## config.mk

```make
export PLATFORM = sky130hd
export DESIGN_NAME = bitstream_buffer
export DESIGN_NICKNAME = d
export VERILOG_FILES = /design/src/rtl/bitstream_buffer_pkg.sv /design/src/rtl/bitstream_shift_merge.sv /design/src/rtl/bitstream_buffer.sv
export SDC_FILE = /design/constraint.sdc
export NUM_CORES = 1
export LEC_CHECK = 0
export ABC_CLOCK_PERIOD_IN_PS = 7140
export BUFFER_PORTS_ARGS = -buffer_cell sky130_fd_sc_hd__buf_2
export CAP_MARGIN = 20
export CORE_MARGIN = 5
export CORE_UTILIZATION = 40
export DETAILED_ROUTE_END_ITERATION = 12
export SLEW_MARGIN = 20
export SYNTH_ARGS = -nofsm -noshare
export SYNTH_HDL_FRONTEND = slang
export SYNTH_SLANG_ARGS = --single-unit
```

## constraint.sdc

```tcl
create_clock -name clk -period 7.14 [get_ports clk]
set_clock_uncertainty 0.1 [all_clocks]
set_input_delay 1.785 -clock clk [delete_from_list [all_inputs] [get_ports clk]]
set_output_delay 1.785 -clock clk [all_outputs]
set_load 0.03 [all_outputs]
```

## src/rtl/bitstream_buffer_pkg.sv

```systemverilog
// Shared widths, limits and error coding for the bitstream window buffer.
// Imported by the buffer top and its shift/merge datapath.
package bitstream_buffer_pkg;

    localparam int WIN_W   = 16;
    localparam int BUF_W   = 32;
    localparam int COUNT_W = 6;

    localparam logic [COUNT_W-1:0] WIN_COUNT       = 6'd16;
    localparam logic [4:0]         MAX_CONSUME_LEN = 5'd16;

    // Sticky error meaning: the only recorded fault is an illegal consume request.
    typedef enum logic [0:0] {
        ERR_NONE            = 1'b0,
        ERR_ILLEGAL_CONSUME = 1'b1
    } err_code_t;

    function automatic logic consume_len_legal(input logic [4:0] len);
        return (len <= MAX_CONSUME_LEN);
    endfunction

endpackage

```

## src/rtl/bitstream_shift_merge.sv

```systemverilog
// Combinational datapath: drop consumed bits off the top of the buffer and
// OR the incoming word in directly below the bits that remain.
module bitstream_shift_merge
    import bitstream_buffer_pkg::*;
(
    input  logic [BUF_W-1:0]   buf_cur,
    input  logic [COUNT_W-1:0] shift_len,
    input  logic [WIN_W-1:0]   word_in,
    input  logic [COUNT_W-1:0] fill_pos,
    input  logic               refill,
    output logic [BUF_W-1:0]   buf_next
);

    logic [BUF_W-1:0] shifted_s;
    logic [BUF_W-1:0] insert_s;

    // Left barrel shift plus right-shifted insert; zeros below the valid region keep the OR safe
    always_comb begin
        shifted_s = buf_cur << shift_len;
        insert_s  = {BUF_W{1'b0}};
        if (refill) begin
            insert_s = {word_in, {WIN_W{1'b0}}} >> fill_pos;
        end else begin
            insert_s = {BUF_W{1'b0}};
        end
        buf_next = shifted_s | insert_s;
    end

endmodule

```

## src/rtl/bitstream_buffer.sv

```systemverilog
// Left-aligned 16-bit bitstream window for the syntax decoders: absorbs
// 16-bit RBSP words and retires up to 16 consumed bits every cycle.
module bitstream_buffer
    import bitstream_buffer_pkg::*;
#(
    parameter int CNT_W = 32
) (
    input  logic             clk,
    input  logic             reset,
    input  logic             flush,
    input  logic [15:0]      word_in,
    input  logic             word_valid,
    output logic             word_ready,
    input  logic             consume_valid,
    input  logic [4:0]       consume_len,
    output logic [15:0]      BitStream_buffer_output,
    output logic             buffer_valid,
    output logic             byte_aligned,
    output logic [CNT_W-1:0] bits_consumed,
    output logic             err
);

    logic [BUF_W-1:0]   buf_r;
    logic [COUNT_W-1:0] count_r;
    logic [2:0]         phase_r;
    logic [CNT_W-1:0]   bits_consumed_r;
    err_code_t          err_r;

    logic [BUF_W-1:0]   buf_next_s;
    logic [COUNT_W-1:0] count_next_s;
    logic [COUNT_W-1:0] take_len_s;
    logic [COUNT_W-1:0] fill_pos_s;
    logic               buffer_valid_s;
    logic               word_ready_s;
    logic               take_s;
    logic               illegal_s;
    logic               refill_s;

    // Consume/refill decisions; readiness looks only at the registered fill level
    always_comb begin
        buffer_valid_s = 1'b0;
        word_ready_s   = 1'b0;
        take_s         = 1'b0;
        illegal_s      = 1'b0;
        take_len_s     = {COUNT_W{1'b0}};
        fill_pos_s     = {COUNT_W{1'b0}};
        refill_s       = 1'b0;
        count_next_s   = {COUNT_W{1'b0}};

        buffer_valid_s = (count_r >= WIN_COUNT);
        word_ready_s   = (count_r <= WIN_COUNT) && !flush;
        take_s         = consume_valid && buffer_valid_s && consume_len_legal(consume_len);
        illegal_s      = consume_valid && !take_s;
        if (take_s) begin
            take_len_s = {1'b0, consume_len};
        end else begin
            take_len_s = {COUNT_W{1'b0}};
        end
        // Fill level after the consume; the new word lands right below it
        fill_pos_s = count_r - take_len_s;
        refill_s   = word_valid && word_ready_s;
        if (refill_s) begin
            count_next_s = fill_pos_s + WIN_COUNT;
        end else begin
            count_next_s = fill_pos_s;
        end
    end

    bitstream_shift_merge u_shift_merge (
        .buf_cur   (buf_r),
        .shift_len (take_len_s),
        .word_in   (word_in),
        .fill_pos  (fill_pos_s),
        .refill    (refill_s),
        .buf_next  (buf_next_s)
    );

    // Buffer state; flush restarts at a byte-aligned NAL boundary but keeps the error flag
    always_ff @(posedge clk) begin
        if (reset) begin
            buf_r           <= {BUF_W{1'b0}};
            count_r         <= {COUNT_W{1'b0}};
            phase_r         <= 3'd0;
            bits_consumed_r <= {CNT_W{1'b0}};
            err_r           <= ERR_NONE;
        end else if (flush) begin
            buf_r           <= {BUF_W{1'b0}};
            count_r         <= {COUNT_W{1'b0}};
            phase_r         <= 3'd0;
            bits_consumed_r <= {CNT_W{1'b0}};
            err_r           <= err_r;
        end else begin
            buf_r           <= buf_next_s;
            count_r         <= count_next_s;
            phase_r         <= phase_r + take_len_s[2:0];
            bits_consumed_r <= bits_consumed_r + CNT_W'(take_len_s);
            if (illegal_s) begin
                err_r <= ERR_ILLEGAL_CONSUME;
            end else begin
                err_r <= err_r;
            end
        end
    end

    assign BitStream_buffer_output = buf_r[BUF_W-1:BUF_W-WIN_W];
    assign buffer_valid            = buffer_valid_s;
    assign byte_aligned            = (phase_r == 3'd0);
    assign word_ready              = word_ready_s;
    assign bits_consumed           = bits_consumed_r;
    assign err                     = (err_r != ERR_NONE);

endmodule

```

==> summary.md <==
| Metric | Value |
|---|---|
| Fin area | `0.00711 sq mm` |
| Crit-path max FO | `18` |
| Fin Setup TNS | `0 ns` |
| Slowest cell on the critical path | `fa_1` |
| Slew @ Worst Pin | `1.03 ns` |
| Adder-Cell Fraction of Synth Area | `3.27%` |
| Power density over the cells | `203 mW/mm^2` |
| Hold crit path type | `flip-flop to flip-flop` |
| Die H | `137 um` |
| Vias in the first global route | `6239` |
| # port buffers | `77` |
| Core area | `0.0158 sq mm` |
| Startpoint Class | `input port` |
| CP Capture Type | `flip-flop` |
| Mux cell area share after synthesis | `11.7%` |
| Final core occ | `44.9%` |
| Total Routing Usage GR | `23.7%` |
| Clk slew on worst S/H paths | `0.06 ns` |
| Syn. warnings | `0` |
| Total die area | `0.0187 sq mm` |
| Setup CP Type | `input port to flip-flop` |
| Worst EP required | `7.31 ns` |
| Clock root buffer | `clkbuf_16` |
| Hpwl dp | `16.4 mm` |
| Leading register cell type out of synthesis | `dfxtp_1` |
| Number of synthesized register bits | `74` |
| Crit-path cells | `buf_2, inv_1, buf_4, nand3_2, buf_4, inv_1, ha_1, fa_1, buf_4, mux2i_1, mux2i_1, o21ai_0, a22oi_1, a21oi_1` |
| Vias/cell | `6.13` |
| Async SR Flop Fraction | `0%` |
| Final hold slack | `0.360 ns` |
| Final setup fails | `0` |
| Worst Setup SP | `consume_len[4]` |
| Sinks on Clock Net | `74` |
| Slew margin rel. | `31.1%` |
| Post-cts sizing count | `0` |
| Register area share after synthesis | `23.0%` |
| Multi-input gate area in the final layout | `0.00446 sq mm` |
| Critical path buffers and inverters | `6` |
| Synth area leader | `dfxtp_1` |
| DR vias | `6795` |
| I/O pin total | `78` |
| Clock buffer depth | `2` |
| First-pass DRT Iterations | `6` |
| Final WL | `22.1 mm` |
| Starting density of the core | `40.6%` |
| Fill count | `1641` |
| RSZ-0062 raised after global routing | `no` |
| Pin count of the biggest net entering global routing | `69` |
| Simple-Gate Fraction of Synth Area | `24.7%` |
| Hold_buf cts | `0` |
| Fmax | `181 MHz` |
| Number of synthesized flops with an enable pin | `0` |
| Main combinational cell family by area after synthesis | `compound AO/OA/AOI/OAI gates` |
| Initial antenna violation count | `0` |
| Pre-CTS setup slack | `1.37 ns` |
| Leak | `2.85 nW` |
| Setup Buffers After CTS | `0` |
| Final #Nets | `929` |
| Max stage delay on crit path | `0.89 ns` |
| Synth cell types | `76` |
| TritonCTS clock tree | `yes` |
| Most numerous cell in the Yosys netlist | `nor2_1` |
| GRT Residual Overflow | `0` |
| Placed cell count | `1093` |
| Final ANT Viol Nets | `0` |
| Final worst slack | `1.60 ns` |
| Top post-synthesis cells by area | `dfxtp_1 23%, mux2i_1 8.6%, nor2_1 5.8%` |
| Die X | `137 um` |
| Post-Layout Cell Count | `1109` |
| Area occupied by registers | `0.00148 sq mm` |
| Hold path startpoint | `err` |
| Synth top area share | `23.0%` |
| WP data arrival | `5.71 ns` |
| Worst R2R Start | `count_r[4]` |
| DRC violations left | `0` |
| Power Total | `1.44 mW` |
| Gate Count Post-Synth | `857` |
| Outcome | `completed` |
| Synthesis-to-layout area growth | `10.6%` |
| Post-Syn Area | `0.00643 sq mm` |
| Hold Fails Final Rpt | `0` |
| CP top delay family | `buffers and inverters` |
| Synthesized area per cell | `7.50 sq um` |
| Post-layout minimum cycle time | `5.54 ns` |
| Period utilisation layout | `77.6%` |
| Worst vdd ir | `0.000137 V` |
| CTS buffer count | `9` |
| Compound-cell area share of the yosys netlist | `24.9%` |
| Final Max Slew Viols | `0` |
| Worst-Skew Late Latency | `0.35 ns` |
| # diodes | `0` |
| Post-DP Area | `0.00683 sq mm` |
| Global-route wire length before repair | `35.1 mm` |
| Post-synth top cells | `99 x nor2_1, 79 x nand2_1, 74 x dfxtp_1` |
| Wire per inst | `19.9 um` |
| Iter 0 DRT Violations | `933` |
| Share of layout cells above drive strength 1 | `17.6%` |
| GPL Wtd Cong | `0.977` |
| Post-synthesis net count | `898` |
| Synth Area in XOR/XNOR | `4.48%` |
| Max Cap Viol | `0` |
| H-tree levels | `3` |
| # rows | `46` |
| Most used cell, CP | `buf_4` |
## layout by cell type (no fill, tap or decap), types with 5 or more instances in the layout
| cell type | n |
|---|---|
| nand4_1 | 13 |
| nor2_1 | 98 |
| nor3_1 | 17 |
| or3_1 | 7 |
| and3_1 | 11 |
| o32ai_1 | 8 |
| nor3b_1 | 5 |
| o22ai_1 | 17 |
| and2_1 | 7 |
| o21ai_0 | 43 |
| inv_1 | 23 |
| a31oi_1 | 13 |
| clkbuf_16 | 9 |
| nand2b_1 | 12 |
| nand2_1 | 79 |
| buf_2 | 77 |
| xnor2_1 | 11 |
| o221ai_1 | 15 |
| dfxtp_1 | 74 |
| o211ai_1 | 14 |
| mux2i_1 | 55 |
| nand3_1 | 28 |
| a21oi_1 | 54 |
| or2_2 | 8 |
| xor2_1 | 19 |
| nand3b_1 | 5 |
| a211oi_1 | 9 |
| a22oi_1 | 12 |
| o21a_1 | 5 |
| buf_4 | 18 |
| mux2_2 | 12 |
| ha_1 | 12 |
| nor2b_1 | 13 |
## cell families after synthesis
group	after synthesis
AND/OR/NAND/NOR	327
multiplexers	70
adder cells (fa/ha/maj)	15
AO/OA/AOI/OAI	237
XOR/XNOR	32
flip-flops	74
buffers and inverters	102
## final timing paths
path,slack (ns),cells past startpoint,to
worst max register to register,2.80,12,buf_r[4]
worst max-delay path,1.60,14,buf_r[4]
worst min register to register,0.36,2,err
worst min-delay path,0.36,2,err
## where the power goes
part	internal [mW]	total (mW)	switching (mW)
registers	0.431	0.460	0.0295
clock network	0.245	0.434	0.189
logic	0.191	0.550	0.359
total	0.866	1.44	0.578
## metal layers
metal | track usage (%) | share of wire, %
met2 | 34.3 | 41
met3 | 4.93 | 9.8
met4 | 7.48 | 2.5
met1 | 35.0 | 46
met5 | 0 | 0
## tightest hold or removal path: stages, from the launching register on
cell     delay, ns
dfxtp_1       0.32
a31oi_1       0.04
nor2_1        0.07
## registers in the layout, indices dropped and copies added (netlist names)
register	cells
count_r	6
buf_r	32
bits_consumed	32
err	1
phase_r	3
## layout make-up
| type | count | area share, % |
|---|---|---|
| Clock buffer | 10 | 3.36 |
| Clock inverter | 6 | 0.563 |
| Inverter | 27 | 1.43 |
| Multi-Input combinational cell | 681 | 62.7 |
| Sequential cell | 74 | 20.8 |
| Tap cell | 216 | 3.80 |
| Timing Repair Buffer | 95 | 7.32 |
No activity file was read; power rests on OpenSTA's default activity.
